`config.mk`:
```
export PLATFORM = sky130hd
export DESIGN_NAME = sound_sequencer
export DESIGN_NICKNAME = d
export VERILOG_FILES = /design/src/rtl/sound_sequencer.sv
export SDC_FILE = /design/constraint.sdc
export NUM_CORES = 1
export LEC_CHECK = 0
export CORE_ASPECT_RATIO = 0.75
export CORE_MARGIN = 3
export CORE_UTILIZATION = 50
export DETAILED_ROUTE_END_ITERATION = 8
export PLACE_DENSITY = 0.67
export SYNTH_ARGS = -nofsm -noshare
export SYNTH_HDL_FRONTEND = slang
export SYNTH_SLANG_ARGS = --single-unit
export TNS_END_PERCENT = 50
```
`constraint.sdc`:
```
create_clock -name clk -period 4.6 [get_ports clk]
set_clock_uncertainty 0.15 [all_clocks]
set_input_delay 1.15 -clock clk [delete_from_list [all_inputs] [get_ports clk]]
set_output_delay 1.15 -clock clk [all_outputs]
set_load 0.005 [all_outputs]
```
`src/rtl/sound_sequencer.sv`:
```
// rtl/sound_sequencer.sv - event-triggered melody sequencer driving a tone generator
module sound_sequencer #(
  parameter int NUM_EVENTS = 4,
  parameter int MAX_NOTES  = 4,
  parameter int NOTE_W     = 4,
  parameter int DUR_W      = 5,
  parameter int TICK_DIV   = 16,
  localparam int EV_W = (NUM_EVENTS > 1) ? $clog2(NUM_EVENTS) : 1,
  localparam int ST_W = (MAX_NOTES > 1) ? $clog2(MAX_NOTES) : 1,
  localparam int AW   = (NUM_EVENTS * MAX_NOTES > 1) ? $clog2(NUM_EVENTS * MAX_NOTES) : 1
) (
  input  logic                  clk,
  input  logic                  rst_n,
  input  logic [NUM_EVENTS-1:0] event_in,
  input  logic                  tbl_we,
  input  logic [AW-1:0]         tbl_addr,
  input  logic [NOTE_W-1:0]     tbl_note,
  input  logic [DUR_W-1:0]      tbl_dur,
  output logic                  enabled,
  output logic [NOTE_W-1:0]     divisor,
  output logic                  busy,
  output logic [EV_W-1:0]       active_event,
  output logic                  done
);

  localparam int DEPTH = NUM_EVENTS * MAX_NOTES;
  localparam int TW    = (TICK_DIV > 1) ? $clog2(TICK_DIV) : 1;

  localparam logic [TW-1:0]    TICK_LAST = TW'(TICK_DIV - 1);
  localparam logic [TW-1:0]    TICK_ONE  = TW'(1);
  localparam logic [ST_W-1:0]  STEP_LAST = ST_W'(MAX_NOTES - 1);
  localparam logic [ST_W-1:0]  STEP_ONE  = ST_W'(1);
  localparam logic [DUR_W-1:0] DUR_ONE   = DUR_W'(1);
  localparam logic [AW:0]      DEPTH_EXT = (AW + 1)'(DEPTH);

  typedef enum logic {
    S_IDLE = 1'b0,
    S_PLAY = 1'b1
  } state_t;

  // Event input conditioning
  logic [NUM_EVENTS-1:0] sync1;
  logic [NUM_EVENTS-1:0] sync2;
  logic [NUM_EVENTS-1:0] prev;
  logic [NUM_EVENTS-1:0] armed;
  logic [1:0]            prime;
  logic [NUM_EVENTS-1:0] trig;

  // Note table
  logic [NOTE_W-1:0] note_mem [DEPTH];
  logic [DUR_W-1:0]  dur_mem  [DEPTH];

  // Arbitration and load selection
  logic            win_valid;
  logic [EV_W-1:0] win_idx;
  logic            take_trig;
  logic            tick;
  logic            last_step;
  logic [EV_W-1:0] load_ev;
  logic [ST_W-1:0] load_step;
  logic [AW-1:0]   rd_addr;
  logic [NOTE_W-1:0] ld_note;
  logic [DUR_W-1:0]  ld_dur;

  // Sequencer state
  state_t            state, state_d;
  logic [TW-1:0]     tick_cnt, tick_d;
  logic [DUR_W-1:0]  dur_cnt, dur_d;
  logic [ST_W-1:0]   step, step_d;
  logic              enabled_d;
  logic [NOTE_W-1:0] divisor_d;
  logic              busy_d;
  logic [EV_W-1:0]   active_d;
  logic              done_d;
  logic              do_load;

  // Two-flop synchroniser plus previous-value flop for rising-edge detection.
  // A channel is armed only after its synchronised level has been seen low
  // once the pipeline is primed, so a level already high at reset release
  // never counts as a new edge.
  always_ff @(posedge clk or negedge rst_n) begin
    if (!rst_n) begin
      sync1 <= '0;
      sync2 <= '0;
      prev  <= '0;
      armed <= '0;
      prime <= '0;
    end else begin
      sync1 <= event_in;
      sync2 <= sync1;
      prev  <= sync2;
      prime <= {prime[0], 1'b1};
      if (prime[1]) begin
        armed <= armed | ~sync2;
      end
    end
  end

  assign trig = sync2 & ~prev & armed;

  // Lowest set trigger index wins; the rest are dropped.
  always_comb begin
    win_valid = 1'b0;
    win_idx   = '0;
    for (int i = NUM_EVENTS - 1; i >= 0; i--) begin
      if (trig[i]) begin
        win_valid = 1'b1;
        win_idx   = EV_W'(i);
      end
    end
  end

  // Registered table writes; out-of-range addresses are discarded.
  always_ff @(posedge clk or negedge rst_n) begin
    if (!rst_n) begin
      for (int i = 0; i < DEPTH; i++) begin
        note_mem[i] <= '0;
        dur_mem[i]  <= '0;
      end
    end else if (tbl_we && ({1'b0, tbl_addr} < DEPTH_EXT)) begin
      note_mem[tbl_addr] <= tbl_note;
      dur_mem[tbl_addr]  <= tbl_dur;
    end
  end

  // Decide which table entry a load would read this cycle.
  always_comb begin
    take_trig = win_valid && ((state == S_IDLE) || (win_idx <= active_event));
    tick      = (tick_cnt == TICK_LAST);
    last_step = (step == STEP_LAST);
    load_ev   = take_trig ? win_idx : active_event;
    load_step = take_trig ? '0 : (step + STEP_ONE);
    rd_addr   = AW'(int'(load_ev) * MAX_NOTES + int'(load_step));
    ld_note   = note_mem[rd_addr];
    ld_dur    = dur_mem[rd_addr];
  end

  // Next-state logic: a trigger outranks the natural advance of the melody.
  always_comb begin
    state_d   = state;
    enabled_d = enabled;
    divisor_d = divisor;
    busy_d    = busy;
    active_d  = active_event;
    done_d    = 1'b0;
    tick_d    = tick_cnt;
    dur_d     = dur_cnt;
    step_d    = step;
    do_load   = 1'b0;

    if (take_trig) begin
      do_load = 1'b1;
    end else if (state == S_PLAY) begin
      if (tick) begin
        tick_d = '0;
        if (dur_cnt == DUR_ONE) begin
          if (last_step) begin
            state_d   = S_IDLE;
            enabled_d = 1'b0;
            divisor_d = '0;
            busy_d    = 1'b0;
            dur_d     = '0;
            step_d    = '0;
            done_d    = 1'b1;
          end else begin
            do_load = 1'b1;
          end
        end else begin
          dur_d = dur_cnt - DUR_ONE;
        end
      end else begin
        tick_d = tick_cnt + TICK_ONE;
      end
    end

    if (do_load) begin
      if (ld_dur == '0) begin
        // End marker: a natural advance reports completion, a trigger does not.
        state_d   = S_IDLE;
        enabled_d = 1'b0;
        divisor_d = '0;
        busy_d    = 1'b0;
        tick_d    = '0;
        dur_d     = '0;
        step_d    = '0;
        done_d    = ~take_trig;
      end else begin
        state_d   = S_PLAY;
        divisor_d = ld_note;
        enabled_d = (ld_note != '0);
        busy_d    = 1'b1;
        active_d  = load_ev;
        dur_d     = ld_dur;
        tick_d    = '0;
        step_d    = load_step;
      end
    end
  end

  // State, counters and registered outputs.
  always_ff @(posedge clk or negedge rst_n) begin
    if (!rst_n) begin
      state        <= S_IDLE;
      tick_cnt     <= '0;
      dur_cnt      <= '0;
      step         <= '0;
      enabled      <= 1'b0;
      divisor      <= '0;
      busy         <= 1'b0;
      active_event <= '0;
      done         <= 1'b0;
    end else begin
      state        <= state_d;
      tick_cnt     <= tick_d;
      dur_cnt      <= dur_d;
      step         <= step_d;
      enabled      <= enabled_d;
      divisor      <= divisor_d;
      busy         <= busy_d;
      active_event <= active_d;
      done         <= done_d;
    end
  end

endmodule

```
* After elaboration in Yosys (flattened, before gate mapping)
Index checks and enable logic that the tools add are counted.
** Storage, ports and cells
- Register bits :: 183
- Bits of input ports :: 20
- Logic and storage cells :: 155
** Cells by class
- $add $sub $neg :: 4
- Magnitude comparators :: 4
- Equality and inequality tests :: 5
- Mux-type cells :: 73
- Bitwise logic cells :: 10
- Reduce and logical (&&, ||, !) cells :: 13
** Operator list (number)
- 80-bit bitwise mux :: 1
- 64-bit bitwise mux :: 1
- 4-bit 2-to-1 mux :: 14
- 5-bit 2-to-1 mux :: 10
- 1-bit 2-to-1 mux :: 30
- 2-bit 2-to-1 mux :: 13
- 5-bit binary-select mux with 4-bit select :: 1
- 5-bit demux with 4-bit select :: 1
- 4-bit binary-select mux with 4-bit select :: 1
- 4-bit demux with 4-bit select :: 1
- 5-bit >= comparator, second input constant :: 2
- 4-bit inverter with 5-bit output :: 2
- 4-bit AND :: 2
- 4-bit inverter :: 2
- 2-bit nonzero test :: 4
- 5-bit by 1-bit equality test with 1-bit output, second input constant :: 1
- 5-bit zero test :: 1
- 5-bit by 1-bit < comparator with 1-bit output, second input constant :: 1
- 5-bit AND reduction :: 1
- 5-bit by 1-bit subtractor with 5-bit output, second input constant :: 1
- 4-bit by 1-bit adder with 4-bit output, second input constant :: 1
- 4-bit by 2-bit adder with 4-bit output :: 1
- 4-bit equality test, second input constant :: 1
- 4-bit OR :: 1
- other kinds (11) :: 15

* Depth between registers and ports, before layout
- Depth after elaboration :: 19
- Depth in mapped cells :: 16
- Depth with buffers taken out :: 13

* Worst setup path before layout
OpenSTA, ideal clock, no wires.
- Path type :: reg-to-reg
- Start point :: register prev[3]
- End point :: register done
- Setup time :: 0.107 ns
- Data arrival time :: 3.423 ns
- Required time :: 4.343 ns
- Slack :: 0.920 ns
- Cell stages (with the launch flop) :: 15
- Buffers on the path :: 1
- Clock period less this slack :: 3.680 ns
- Cells stage by stage :: dfrtp_1 -> nand3b_1 -> and2_1 -> nor2_1 -> ha_1 -> a21boi_2 -> o21ai_1 -> buf_6 -> a21oi_4 -> mux2_1 -> a221oi_1 -> a211o_1 -> nand3_1 -> or4_4 -> a2111oi_4
** Between the ends
- Word-level cells in the longest chain between the ends :: 19
** RTL lines
- from (decl) :: RTL line 44 : logic [NUM_EVENTS-1:0] prev;
- from (signal assigned) :: RTL line 91 : prev <= sync2;
- 4-bit inverter * :: RTL line 99 : assign trig = sync2 & ~prev & armed;
- 4-bit AND * (2 in series) :: RTL line 99
- 2-bit 2-to-1 mux (4 in series) :: RTL line 106 : if (trig[i]) begin
- 2-bit <= comparator :: RTL line 128 : take_trig = win_valid && ((state == S_IDLE) || (win_idx <= active_event));
- 1-bit logical OR :: RTL line 128
- 1-bit logical AND :: RTL line 128
- 2-bit 2-to-1 mux, on equally long branches :: RTL line 132, 131
- 4-bit by 2-bit adder with 4-bit output :: RTL line 133 : rd_addr = AW'(int'(load_ev) * MAX_NOTES + int'(load_step));
- 4-bit inverter with 5-bit output (implied by the code) :: RTL line 135 : ld_dur = dur_mem[rd_addr];
- 5-bit binary-select mux with 4-bit select :: RTL line 135
- 5-bit 2-to-1 mux (implied by the code) (2 in series) :: RTL line 135
- 5-bit zero test :: RTL line 177 : if (ld_dur == '0) begin
- 1-bit 2-to-1 mux :: RTL line 177
- 1-bit 2-to-1 mux * :: RTL line 176 : if (do_load) begin
- named net done_d :: RTL line 74 : logic done_d;
- to (signal assigned) :: RTL line 221 : done <= done_d;
- to (decl) :: RTL line 23 : output logic done
Mark *: on every way through the listed nets, which the timed path passes. The rest lies on a longest branch. The select of a mux whose other input is x is not followed.
A chain may end at the register's enable or synchronous reset.

* Worst setup path after layout
Ends and elaborated chain as after synthesis.

==> impl_metrics.yaml <==
run_status:
  status: "finished, final reports clean"
worst_setup_path:
  reg2reg_depth: 13
  crit_slowest_cell: "or4_4"
  cp.arrival_ns: 4.43
  required_ns: 4.78
  cpPeakStageDelay_ns: 0.50
  worstReg2RegEnd: "done$_DFF_PN0_"
  cp_common_cell: "nor2_1"
  cp-start-kind: "flip-flop"
  r2r_slack_ns: 0.35
  crit_start: "prev[3]$_DFF_PN0_"
  critPathKind: "flip-flop to flip-flop"
  cp_cell_sequence: "nand3b_1 -> and2_1 -> nor2_1 -> ha_1 -> nor2b_1 -> o21a_2 -> a21oi_2 -> nor2_1 -> mux4_2 -> o211ai_1 -> nand3_1 -> or4_4 -> a2111oi_4"
  worstSetupEndpoint: "done$_DFF_PN0_"
  critical_path.max_fanout: 12
  r2r-start: "prev[3]$_DFF_PN0_"
  endpoint_kind: "flip-flop"
synth:
  ys_warn_count: 0
  netlist_top_cells_area: "dfrtp_1 52%, mux2_2 19%, mux2i_1 2.1%"
  synth-edff-count: 0
  ys_seq_area_frac: 0.523
  synth_fp_nets: 751
  yosysTopAreaCellShare: 0.523
  synth_ff_type: "dfrtp_1"
  async_flop_share: 1.00
  ys_types: 65
  synth-seq-cells: 183
  synth_commonest_cells: "183 x dfrtp_1, 149 x mux2_2, 43 x nand2_1"
  netlist_area_um2: 8750
  avgSynthCellArea_um2: 12.1
  syn_inst: 725
  synth_most_common_cell: "dfrtp_1"
  synth_top_area_cell: "dfrtp_1"
clock_network:
  cts_buffers: 17
  postCtsSetupRepairBufs: 0
  clock-sinks: 183
  cts_buffer_depth: 2
  cts-root-buf: "clkbuf_16"
  htreeDepth: 4
  insertion_delay_ns: 0.44
  clk_pin_slew_worst_paths_ns: 0.07
  cts_resized: 0
  cts_hold_buf: 0
  tritoncts: "yes"
min_path:
  hold_depth: 0
  hold_path_class: "flip-flop to flip-flop"
pwr:
  p_comb_frac: 0.422
  leakage_nw: 4.24
  p_seq_frac: 0.342
  p_switching_mw: 2.54
  peakVddDrop_mv: 0.292
  p_int_mw: 4.01
  p_sw_frac: 0.388
  powerDensity_nw_per_um2: 656
  pwr-share-clk: 0.235
global_route:
  grt_pass1_wl_um: 38400
  grt.overflow.total: 0
  gr-usage-all-layers: 0.265
  grt_max_degree: 73
  grt_pass1_vias: 6500
  antenna_found_initial: 0
drt:
  wl_per_cell_um: 24.1
  finalWirelength_um: 24300
  ant_nets: 0
  via_count: 6337
  drcViolationCount: 0
  firstDrtPassIters: 5
  drt_iter0_drc: 671
  via_per_inst: 6.27
floorplanning:
  die_y_um: 121
  initial_core_util: 0.515
  die_w_um: 159
  ios: 29
  rows: 41
  core-area_um2: 17000
  die-area_um2: 19100
place:
  dpl.hpwl_um: 16600
  gp_congestion: 0.969
  portBuffers: 28
  placedInstanceArea_um2: 9380
cells_and_area:
  nNetsFinal: 788
  area_growth_pct: 14.2
  n_antenna_cell: 0
  fin_area_um2: 9990
  nFillCells: 1366
  drive_above_1_share: 0.295
timing:
  slew_viol_final: 0
  setup_viol: 0
  rsz0062_at_grt: "false"
  tightest_slew_ns: 0.837
  max_freq_mhz: 235
  finalSetupTns_ns: 0
  layout_min_cycle_time_ns: 4.25
  finalCritPeriodShare: 0.925
  hold_violations: 0
  slew_headroom: 0.440
job:
  drv_cap: 0
## registers in the layout, indices dropped and copies added, names as in the netlist
register	cells
dur_mem	80
note_mem	64
dur_cnt	5
armed	4
divisor	4
prev	4
sync1	4
sync2	4
tick_cnt	4
active_event	2
prime	2
step	2
busy	1
done	1
enabled	1
state	1
## layer usage
layer	part of all wire	wire length, µm	global-route usage
met5	0	0	0
met1	0.46	11100	0.384
met3	0.097	2360	0.0805
met2	0.42	10300	0.381
met4	0.023	554	0.0891
## power groups by stage
| stage | combinational [mW] | sequential (mW) | clock [mW] |
|---|---|---|---|
| 5_1_grt | 2.97 | 2.28 | 1.63 |
| 3_3_place_gp | 2.65 | 2.24 | 0 |
| 4_1_cts | 2.70 | 2.24 | 1.56 |
| 6_report | 2.77 | 2.24 | 1.54 |
| 3_5_place_dp | 2.68 | 2.26 | 0 |
| 2_1_floorplan | 1.83 | 2.18 | 0 |
## critical path: cells and delay by family, from the launching register on
family,cells,cell delay [ns]
simple gates,7,1.64
compound gates,4,1.38
flops,1,0.37
mux,1,0.33
fa+ha+maj,1,0.27
## cells by family after synthesis
family / count (synthesis) / share of synthesized area
AO/OA/AOI/OAI: 170 / 0.138
XOR/XNOR: 2 / 0.00200
other: 1 / 0.000429
buffers and inverters: 52 / 0.0265
multiplexers: 171 / 0.221
flip-flops: 183 / 0.523
AND/OR/NAND/NOR: 140 / 0.0795
adder cells (fa/ha/maj): 6 / 0.00858
## final cells by class
cell class / instances / area (µm²) / share of cell area
timing repair buffer: 57 / 512 / 0.0512
tap: 236 / 295 / 0.0296
clock inverter: 9 / 138 / 0.0138
inverter: 13 / 48.8 / 0.00488
multi-input combinational: 490 / 3940 / 0.394
sequential: 183 / 4580 / 0.458
clock buffer: 23 / 478 / 0.0478
## metrics by stage
| stage | util | hold WS [ns] | power, mW | setup slack (ns) | cells |
|---|---|---|---|---|---|
| after global placement | 0.552 | 0.189 | 4.89 | 0.588 | 979 |
| after floorplan | - | 0.181 | 4.01 | 0.920 | 725 |
| after detailed placement | 0.552 | 0.189 | 4.94 | 0.502 | 979 |
| final | 0.588 | 0.198 | 6.55 | 0.345 | 1011 |
| after CTS | 0.588 | 0.202 | 6.50 | 0.465 | 1011 |
| after global routing | 0.588 | 0.208 | 6.89 | 0.213 | 1011 |
## how the worst min path moves through the flow
stage | start | to | slack, ns
after floorplan | prime[0]$_DFF_PN0_ | prime[1]$_DFF_PN0_ | 0.18
after global placement | prime[0]$_DFF_PN0_ | prime[1]$_DFF_PN0_ | 0.19
final | sync1[1]$_DFF_PN0_ | sync2[1]$_DFF_PN0_ | 0.20
after CTS | sync1[1]$_DFF_PN0_ | sync2[1]$_DFF_PN0_ | 0.20
after global routing | prime[0]$_DFF_PN0_ | prime[1]$_DFF_PN0_ | 0.21
after detailed placement | sync1[2]$_DFF_PN0_ | sync2[2]$_DFF_PN0_ | 0.19
## placed cells by master (no fill, tap or decap), types with 4 or more instances in the layout
cell	Yosys	layout
nor2_1	33	33
a31oi_1	9	9
mux2_2	149	149
clkbuf_16	0	17
o221ai_1	10	10
mux2i_1	18	18
a221oi_1	9	9
a211oi_1	10	10
or3_1	4	4
nand3b_1	6	6
nand2_1	43	43
nand2b_1	11	11
clkdlybuf4s50_1	0	27
o2bb2ai_1	6	6
dfrtp_1	183	182
nand4_1	5	5
o31a_1	4	4
nor3_1	6	6
nor2b_1	4	4
nand3_1	13	13
a21o_1	5	5
buf_4	0	28
o21ai_1	7	7
o21ai_0	35	35
o22ai_1	4	4
o211ai_1	8	8
ha_1	6	6
inv_1	13	13
a21oi_1	27	27
(Power assumes the default switching activity.)
